===== config.mk =====
export PLATFORM = sky130hd
export DESIGN_NAME = radio_timing_engine_mc
export DESIGN_NICKNAME = d
export VERILOG_FILES = /design/src/rtl/radio_timing_engine_mc.sv
export SDC_FILE = /design/constraint.sdc
export NUM_CORES = 1
export LEC_CHECK = 0
export CAP_MARGIN = 20
export CORE_MARGIN = 2
export CORE_UTILIZATION = 57
export DETAILED_ROUTE_END_ITERATION = 10
export PLACE_DENSITY = 0.95
export SETUP_SLACK_MARGIN = 0.3
export SYNTH_ARGS = -nofsm -noshare
export SYNTH_HDL_FRONTEND = slang
export SYNTH_SLANG_ARGS = --single-unit

===== constraint.sdc =====
create_clock -name clk -period 3.6 [get_ports clk]
set_input_delay 1.08 -clock clk [delete_from_list [all_inputs] [get_ports clk]]
set_output_delay 1.08 -clock clk [all_outputs]
set_load 0.005 [all_outputs]

===== src/rtl/radio_timing_engine_mc.sv =====
// radio_timing_engine_mc: per-channel radio enable sequencer with PLL-lock wait and settle delay
//
// Ports:
//   clk                 in   single clock for all logic
//   rst                 in   asynchronous active-high reset
//   radioEnableUnsynced in   [NUM_CH]       async enable request per channel
//   radioRxEnUnsynced   in   [NUM_CH]       async mode request, 1=RX 0=TX
//   pllSettled          in   [NUM_CH]       async PLL-lock flag per channel
//   tArstFs             in   [NUM_CH*CNT_W] settle delay, channel i at [i*CNT_W +: CNT_W]
//   radioEnable         out  [NUM_CH]       registered radio enable
//   radioRxEn           out  [NUM_CH]       registered RX select, 0 while disabled
//   enabledPulse        out  [NUM_CH]       one-cycle pulse with the first enabled cycle
//   pllTimeout          out  [NUM_CH]       sticky PLL watchdog error
//   busy                out                 any channel outside IDLE
//
// Build option: define TE_PLL_TIMEOUT_EN to add the WAIT_PLL watchdog and ERROR
// state; otherwise WAIT_PLL waits forever and pllTimeout is tied low.
module radio_timing_engine_mc #(
    parameter int NUM_CH      = 2,
    parameter int CNT_W       = 8,
    parameter int SYNC_STAGES = 2,
    parameter int PLL_TIMEOUT = 255
) (
    input  logic                    clk,
    input  logic                    rst,
    input  logic [NUM_CH-1:0]       radioEnableUnsynced,
    input  logic [NUM_CH-1:0]       radioRxEnUnsynced,
    input  logic [NUM_CH-1:0]       pllSettled,
    input  logic [NUM_CH*CNT_W-1:0] tArstFs,
    output logic [NUM_CH-1:0]       radioEnable,
    output logic [NUM_CH-1:0]       radioRxEn,
    output logic [NUM_CH-1:0]       enabledPulse,
    output logic [NUM_CH-1:0]       pllTimeout,
    output logic                    busy
);
    typedef enum logic [2:0] {IDLE, WAIT_PLL, COUNT, ACTIVE, ERROR} state_t;

    logic [NUM_CH-1:0] live;

    assign busy = |live;

    if (SYNC_STAGES < 2) begin : g_bad_sync
        $error("SYNC_STAGES must be at least 2");
    end
    if (PLL_TIMEOUT < 1) begin : g_bad_timeout
        $error("PLL_TIMEOUT must be at least 1");
    end

    for (genvar c = 0; c < NUM_CH; c++) begin : g_ch
        logic [SYNC_STAGES-1:0] req_p, rx_p, pll_p;
        logic                   req_s, rx_s, pll_s;
        logic                   rx_mode, en_d, en_q, rxen_q, pulse_q, timed_out;
        logic [CNT_W-1:0]       cnt, dly;
        state_t                 state, next;

        assign req_s   = req_p[SYNC_STAGES-1];
        assign rx_s    = rx_p[SYNC_STAGES-1];
        assign pll_s   = pll_p[SYNC_STAGES-1];
        assign dly     = tArstFs[c*CNT_W +: CNT_W];
        assign live[c] = state != IDLE;

        // A zero delay enters ACTIVE straight from WAIT_PLL; holding the enable
        // back on that edge keeps the rise at one cycle, same as a delay of one.
        assign en_d = next == ACTIVE && state != WAIT_PLL;

        assign radioEnable[c]  = en_q;
        assign radioRxEn[c]    = rxen_q;
        assign enabledPulse[c] = pulse_q;

        always_comb begin
            next = state;
            case (state)
                IDLE:     next = req_s ? WAIT_PLL : IDLE;
                WAIT_PLL: next = !req_s ? IDLE : pll_s ? (dly == '0 ? ACTIVE : COUNT) : timed_out ? ERROR : WAIT_PLL;
                COUNT:    next = (!req_s || !pll_s) ? IDLE : cnt == CNT_W'(1) ? ACTIVE : COUNT;
                ACTIVE:   next = !req_s ? IDLE : (!pll_s || rx_s != rx_mode) ? WAIT_PLL : ACTIVE;
                ERROR:    next = req_s ? ERROR : IDLE;
                default:  next = IDLE;
            endcase
        end

        // Delay and mode reload every WAIT_PLL cycle; the copy taken on the exit
        // edge is the one that governs COUNT/ACTIVE.
        always_ff @(posedge clk or posedge rst) begin
            if (rst) begin
                req_p   <= '0;
                rx_p    <= '0;
                pll_p   <= '0;
                state   <= IDLE;
                cnt     <= '0;
                rx_mode <= 1'b0;
                en_q    <= 1'b0;
                rxen_q  <= 1'b0;
                pulse_q <= 1'b0;
            end else begin
                req_p   <= {req_p[SYNC_STAGES-2:0], radioEnableUnsynced[c]};
                rx_p    <= {rx_p[SYNC_STAGES-2:0], radioRxEnUnsynced[c]};
                pll_p   <= {pll_p[SYNC_STAGES-2:0], pllSettled[c]};
                state   <= next;
                if (state == WAIT_PLL) begin
                    cnt     <= dly;
                    rx_mode <= rx_s;
                end else if (state == COUNT) begin
                    cnt <= cnt - 1'b1;
                end
                en_q    <= en_d;
                rxen_q  <= en_d & rx_mode;
                pulse_q <= en_d & ~en_q;
            end
        end

`ifdef TE_PLL_TIMEOUT_EN
        localparam int WD_W = $clog2(PLL_TIMEOUT + 1);
        logic [WD_W-1:0] wd;
        logic            to_q;

        // wd holds the number of completed WAIT_PLL cycles; it is zero on any
        // cycle outside WAIT_PLL so every entry starts a fresh count.
        assign timed_out     = wd == WD_W'(PLL_TIMEOUT - 1);
        assign pllTimeout[c] = to_q;

        always_ff @(posedge clk or posedge rst) begin
            if (rst) begin
                wd   <= '0;
                to_q <= 1'b0;
            end else begin
                wd   <= (state == WAIT_PLL) ? wd + 1'b1 : '0;
                to_q <= next == ERROR;
            end
        end
`else
        assign timed_out     = 1'b0;
        assign pllTimeout[c] = 1'b0;
`endif
    end
endmodule


Word level (Yosys, flattened, before mapping)

Cells that the tools add are included.

Output and inout port bits: 9
Register bits: 42
Bits in latches: 0
Bits in read-only memories: 0
RAM bits: 0
Word-level logic and storage cells: 85
Memories: 0

Div/mod/pow operators: 0
Multipliers: 0
Reduce and logical (&&, ||, !) cells: 19
Bitwise operators: 6
Magnitude comparators: 0
Shift-type cells: 0
Multiplexer cells: 24
Equality and inequality tests: 16
Add/sub/neg operators: 2

Operators with widths:

| cell                                                               | count |
|---|---|
| 8-bit 2-to-1 mux                                                   | 4 |
| 3-bit one-hot mux with 5 select lines                              | 2 |
| 2-bit 2-to-1 mux                                                   | 10 |
| 3-bit by 2-bit == test with 1-bit output, second input constant    | 6 |
| 8-bit by 1-bit == test with 1-bit output, second input constant    | 2 |
| 8-bit logical NOT                                                  | 2 |
| 8-bit by 1-bit subtractor with 8-bit output, second input constant | 2 |
| 3-bit by 1-bit == test with 1-bit output, second input constant    | 2 |
| 3-bit == test, second input constant                               | 2 |
| 3-bit logical NOT                                                  | 2 |
| 1-bit 2-to-1 mux                                                   | 6 |
| 3-bit 2-to-1 mux                                                   | 2 |
| 3-bit by 1-bit != test with 1-bit output, second input constant    | 2 |
| 3-bit nonzero test                                                 | 2 |
| 1-bit AND                                                          | 4 |
| 1-bit logical NOT                                                  | 4 |
| 1-bit logical OR                                                   | 4 |
| 2-bit nonzero test                                                 | 2 |
| 1-bit logical AND                                                  | 2 |
| 1-bit != test                                                      | 2 |
| 1-bit NOT                                                          | 2 |
| 2-bit OR reduction                                                 | 1 |

Logic depth before layout (Yosys ltp)

Depth in word-level cells: 8
Gate-level depth with buffers: 6

Worst setup path after synthesis

No wires, ideal clock.

Path kind: register -> output
Start point: reg g_ch[1].state[0]
End point: out busy
Required time: 2.520 ns
Path slack: 1.759 ns
Cell stages (with the launch flop): 4
Data arrival time: 0.761 ns
Cells stage by stage: dfrtp_1 > buf_2 > nor2_1 > nand3_1

Cells in the longest elaborated chain, start to end: 2

Ends and longest elaborated chain:

| element                | RTL line | source |
|---|---|---|
| from (decl)            | 54       | `state_t state, next;` |
| from (signal assigned) | 99       | `state <= next;` |
| 3-bit nonzero test     | 60       | `assign live[c] = state != IDLE;` |
| 2-bit OR reduction     | 40       | `assign busy = \|live;` |
| to (decl)              | 34       | `output logic busy` |

Every way passes these cells.

Worst setup path after layout

Same ends and word-level chain as after synthesis.

==> impl_metrics.env <==
export IMPL_rows=22
export IMPL_crit_type="flip-flop to output pin"
export IMPL_htree_num_levels=2
export IMPL_syn_cell_area_um2=2140
export IMPL_port_buffers=30
export IMPL_gp_congestion=0.901
export IMPL_firstDrtPassIters=4
export IMPL_outcome="complete, no violations"
export IMPL_path_max_fanout=12
export IMPL_seq_area_frac_synth_pct=49.2
export IMPL_synth_xor_area_share_pct=0.820
export IMPL_numCtsBuffers=5
export IMPL_critPathSlowestCell="dfrtp_1"
export IMPL_fillers=280
export IMPL_syn_avg_cell_area_um2=9.93
export IMPL_num_vias=1644
export IMPL_synth_area_leaders="dfrtp_1, a21oi_1, nor2_1"
export IMPL_placed_cell_area_um2=2390
export IMPL_required_ps=2520
export IMPL_synth_simple_area_share_pct=23.4
export IMPL_place_hpwl_um=2950
export IMPL_route_final_wire_length_um=3970
export IMPL_cts_tree="yes"
export IMPL_globalRouteTotalUtil_pct=20.4
export IMPL_multi_input_area_um2=930
export IMPL_first_global_vias=1524
export IMPL_crit_family="flip-flops"
export IMPL_final_area_um2=2500
export IMPL_synth_compound_area_share_pct=15.6
export IMPL_tightest_slew_ps=623
export IMPL_drive_gt1_share_pct=7.95
export IMPL_clock_sinks=42
export IMPL_maxCapViolCount=0
export IMPL_synth_ff_type="dfrtp_1"
export IMPL_clkTransAtPathRegs_ps=70
export IMPL_maxSlewHeadroom_pct=58.3
export IMPL_drc_errors=0
export IMPL_synth_seq_cells=42
export IMPL_cp_start_kind="flip-flop"
export IMPL_n_antenna_cell=0
export IMPL_min_period_ps=2660
export IMPL_clock_path_buffers=2
export IMPL_antenna_left=0
export IMPL_insertion_delay_ps=290
export IMPL_initial_core_util_pct=58.8
export IMPL_synth_top_cell_area_share_pct=49.2
export IMPL_die_height_um=65.2
export IMPL_slew_violations=0
export IMPL_setup_total_negative_slack_ps=0
export IMPL_nNetsFinal=266
export IMPL_rsz0062_at_grt="no"
export IMPL_post_cts_buffers=0
export IMPL_arrival_ps=1580
export IMPL_critPathMaxStageDelay_ps=490
export IMPL_ctsResizeCount=0
export IMPL_critical_path_buf_inv_count=1
export IMPL_ir_drop_uv=373
export IMPL_wl_per_cell_um=13.8
export IMPL_grt_antenna_before_repair=0
export IMPL_die_x_um=65.2
export IMPL_die_area_um2=4250
export IMPL_cp_cell_sequence="nor2_1 -> nand3_1 -> clkdlybuf4s50_1"
export IMPL_grt_pass1_wl_um=6770
export IMPL_area_growth_pct=16.9
export IMPL_synthAdderAreaFrac_pct=2.34
export IMPL_hold_class="flip-flop to flip-flop"
export IMPL_yosys_warnings=0
export IMPL_synth_top_family_by_area="simple AND/OR/NAND/NOR gates"
export IMPL_drt_iter0_markers=178
export IMPL_synth_largest_area_cell="dfrtp_1"
export IMPL_yosysUniqueCellTypes=50
export IMPL_finalSetupViolCount=0
export IMPL_postSynth_asyncResetShare_pct=100
export IMPL_via_per_inst=5.73
export IMPL_clockRootBuffer="clkbuf_8"
export IMPL_p_leak_nw=1.09
export IMPL_seqCellArea_um2=1050
export IMPL_skew_ps=9.82
export IMPL_period_share_pct=73.9
export IMPL_syn_instance_count=215
export IMPL_muxShareOfSynthArea_pct=0.996
export IMPL_hold_slack_ps=350
export IMPL_powerDensity_nw_per_um2=520
export IMPL_cts_hold_buffers_added=0
export IMPL_hold_viol=0
export IMPL_io_pins=33
export IMPL_synth_edff_count=0
export IMPL_crit_path_end_kind="output pin"
export IMPL_gr_total_overflow=0
export IMPL_fmax_mhz=376
export IMPL_core_um2=3630
export IMPL_grt_max_degree=43
state kept, by name, summed over array words and instances, names as in the netlist:
register      cells
g_ch.cnt         16
g_ch.en_q         2
g_ch.pll_p        4
g_ch.pulse_q      2
g_ch.req_p        4
g_ch.rx_mode      2
g_ch.rx_p         4
g_ch.rxen_q       2
g_ch.state        6
cells by family (layout without fill, tap and decap cells):
logic type | Yosys count | in the layout
AO/OA/AOI/OAI | 52 | 52
buffers and inverters | 26 | 49
AND/OR/NAND/NOR | 86 | 86
other | 1 | 2
adder cells (fa/ha/maj) | 4 | 4
multiplexers | 2 | 2
XOR/XNOR | 2 | 2
flip-flops | 42 | 42
where the power goes:
group          switching (mW)  internal (mW)  leakage [nW]
logic                   0.144          0.139         0.529
clock network           0.157          0.207        0.0514
registers               0.103          0.548         0.513
worst reg2reg max path, stage by stage (launching register included):
cell     delay (ps)
dfrtp_1         450
inv_1           130
ha_1            210
or3b_2          500
nor2_1          140
a21oi_1          80
o22a_1          200
cells in the mapped netlist, drive strengths merged (3+ instances only):
cell type  instances
dfrtp             42
nor2              23
a21oi             18
buf               16
nand2             13
o21ai             13
inv               10
nand3              7
nor3               7
nor4               6
and3               5
ha                 4
o22a               4
a21o               3
nand2b             3
nand3b             3
nor3b              3
or3b               3
final cells by class:
class / instances / area share [%]
flip-flops and latches: 42 / 42.1
multi-input cells: 148 / 37.2
clock inverters: 2 / 1.50
repair buffers: 31 / 12.3
well taps: 48 / 2.41
clock buffers: 6 / 2.91
inverters: 10 / 1.50
per-stage QoR:
step / power (mW) / setup slack [ps] / instances / utilization [%]
after floorplan: 0.844 / 1550 / 216 / -
after global placement: 0.916 / 1230 / 279 / 65.7
after detailed placement: 0.937 / 1200 / 279 / 65.7
after CTS: 1.30 / 949 / 287 / 68.7
after global routing: 1.38 / 867 / 287 / 68.7
final: 1.30 / 941 / 287 / 68.7
path summary, 6_finish.rpt:
kind                                             from  depth (start not counted)                         end  slack (ps)
setup / recovery           g_ch[1].state[0]$_DFF_PP0_                          3                        busy         940
hold / removal             g_ch[0].pll_p[0]$_DFF_PP0_                          0  g_ch[0].pll_p[1]$_DFF_PP0_         350
setup reg to reg           g_ch[0].cnt[0]$_DFFE_PP0P_                          6  g_ch[0].cnt[4]$_DFFE_PP0P_        1760
hold reg to reg            g_ch[0].pll_p[0]$_DFF_PP0_                          0  g_ch[0].pll_p[1]$_DFF_PP0_         350
max in group asynchronous                         rst                          3  g_ch[1].state[0]$_DFF_PP0_        2050
min in group asynchronous                         rst                          3  g_ch[0].state[0]$_DFF_PP0_        1210
layout by cell type (no fill, tap or decap), types with 2 or more instances in the layout:
master / count
nor3b_2: 2
xor2_1: 2
or2b_1: 2
o22ai_1: 2
nor4b_1: 2
nor2_1: 21
a211oi_1: 2
nor2_2: 2
nand2_1: 13
o21ai_0: 11
dfrtp_1: 42
and3_1: 5
nand3_1: 7
nand3b_1: 3
inv_1: 10
a41oi_1: 2
a21o_1: 3
o21ai_1: 2
nor3_1: 7
a22oi_1: 2
nand2b_1: 3
o22a_1: 4
conb_1: 2
o211ai_1: 2
clkbuf_8: 5
nor4_1: 5
o2bb2ai_1: 2
clkdlybuf4s50_1: 30
a21oi_1: 17
ha_1: 4
routing by layer:
layer / wire length (um) / track usage, % / vias up / part of all wire, %
met5: 0 / 0 / - / 0
met4: 71 / 8.33 / 0 / 1.8
met3: 202 / 4.11 / 8 / 5.1
met2: 1890 / 31.5 / 59 / 48
met1: 1800 / 28.3 / 775 / 45
li1: - / - / 802 / -
No activity file was read; power rests on OpenSTA's default activity.
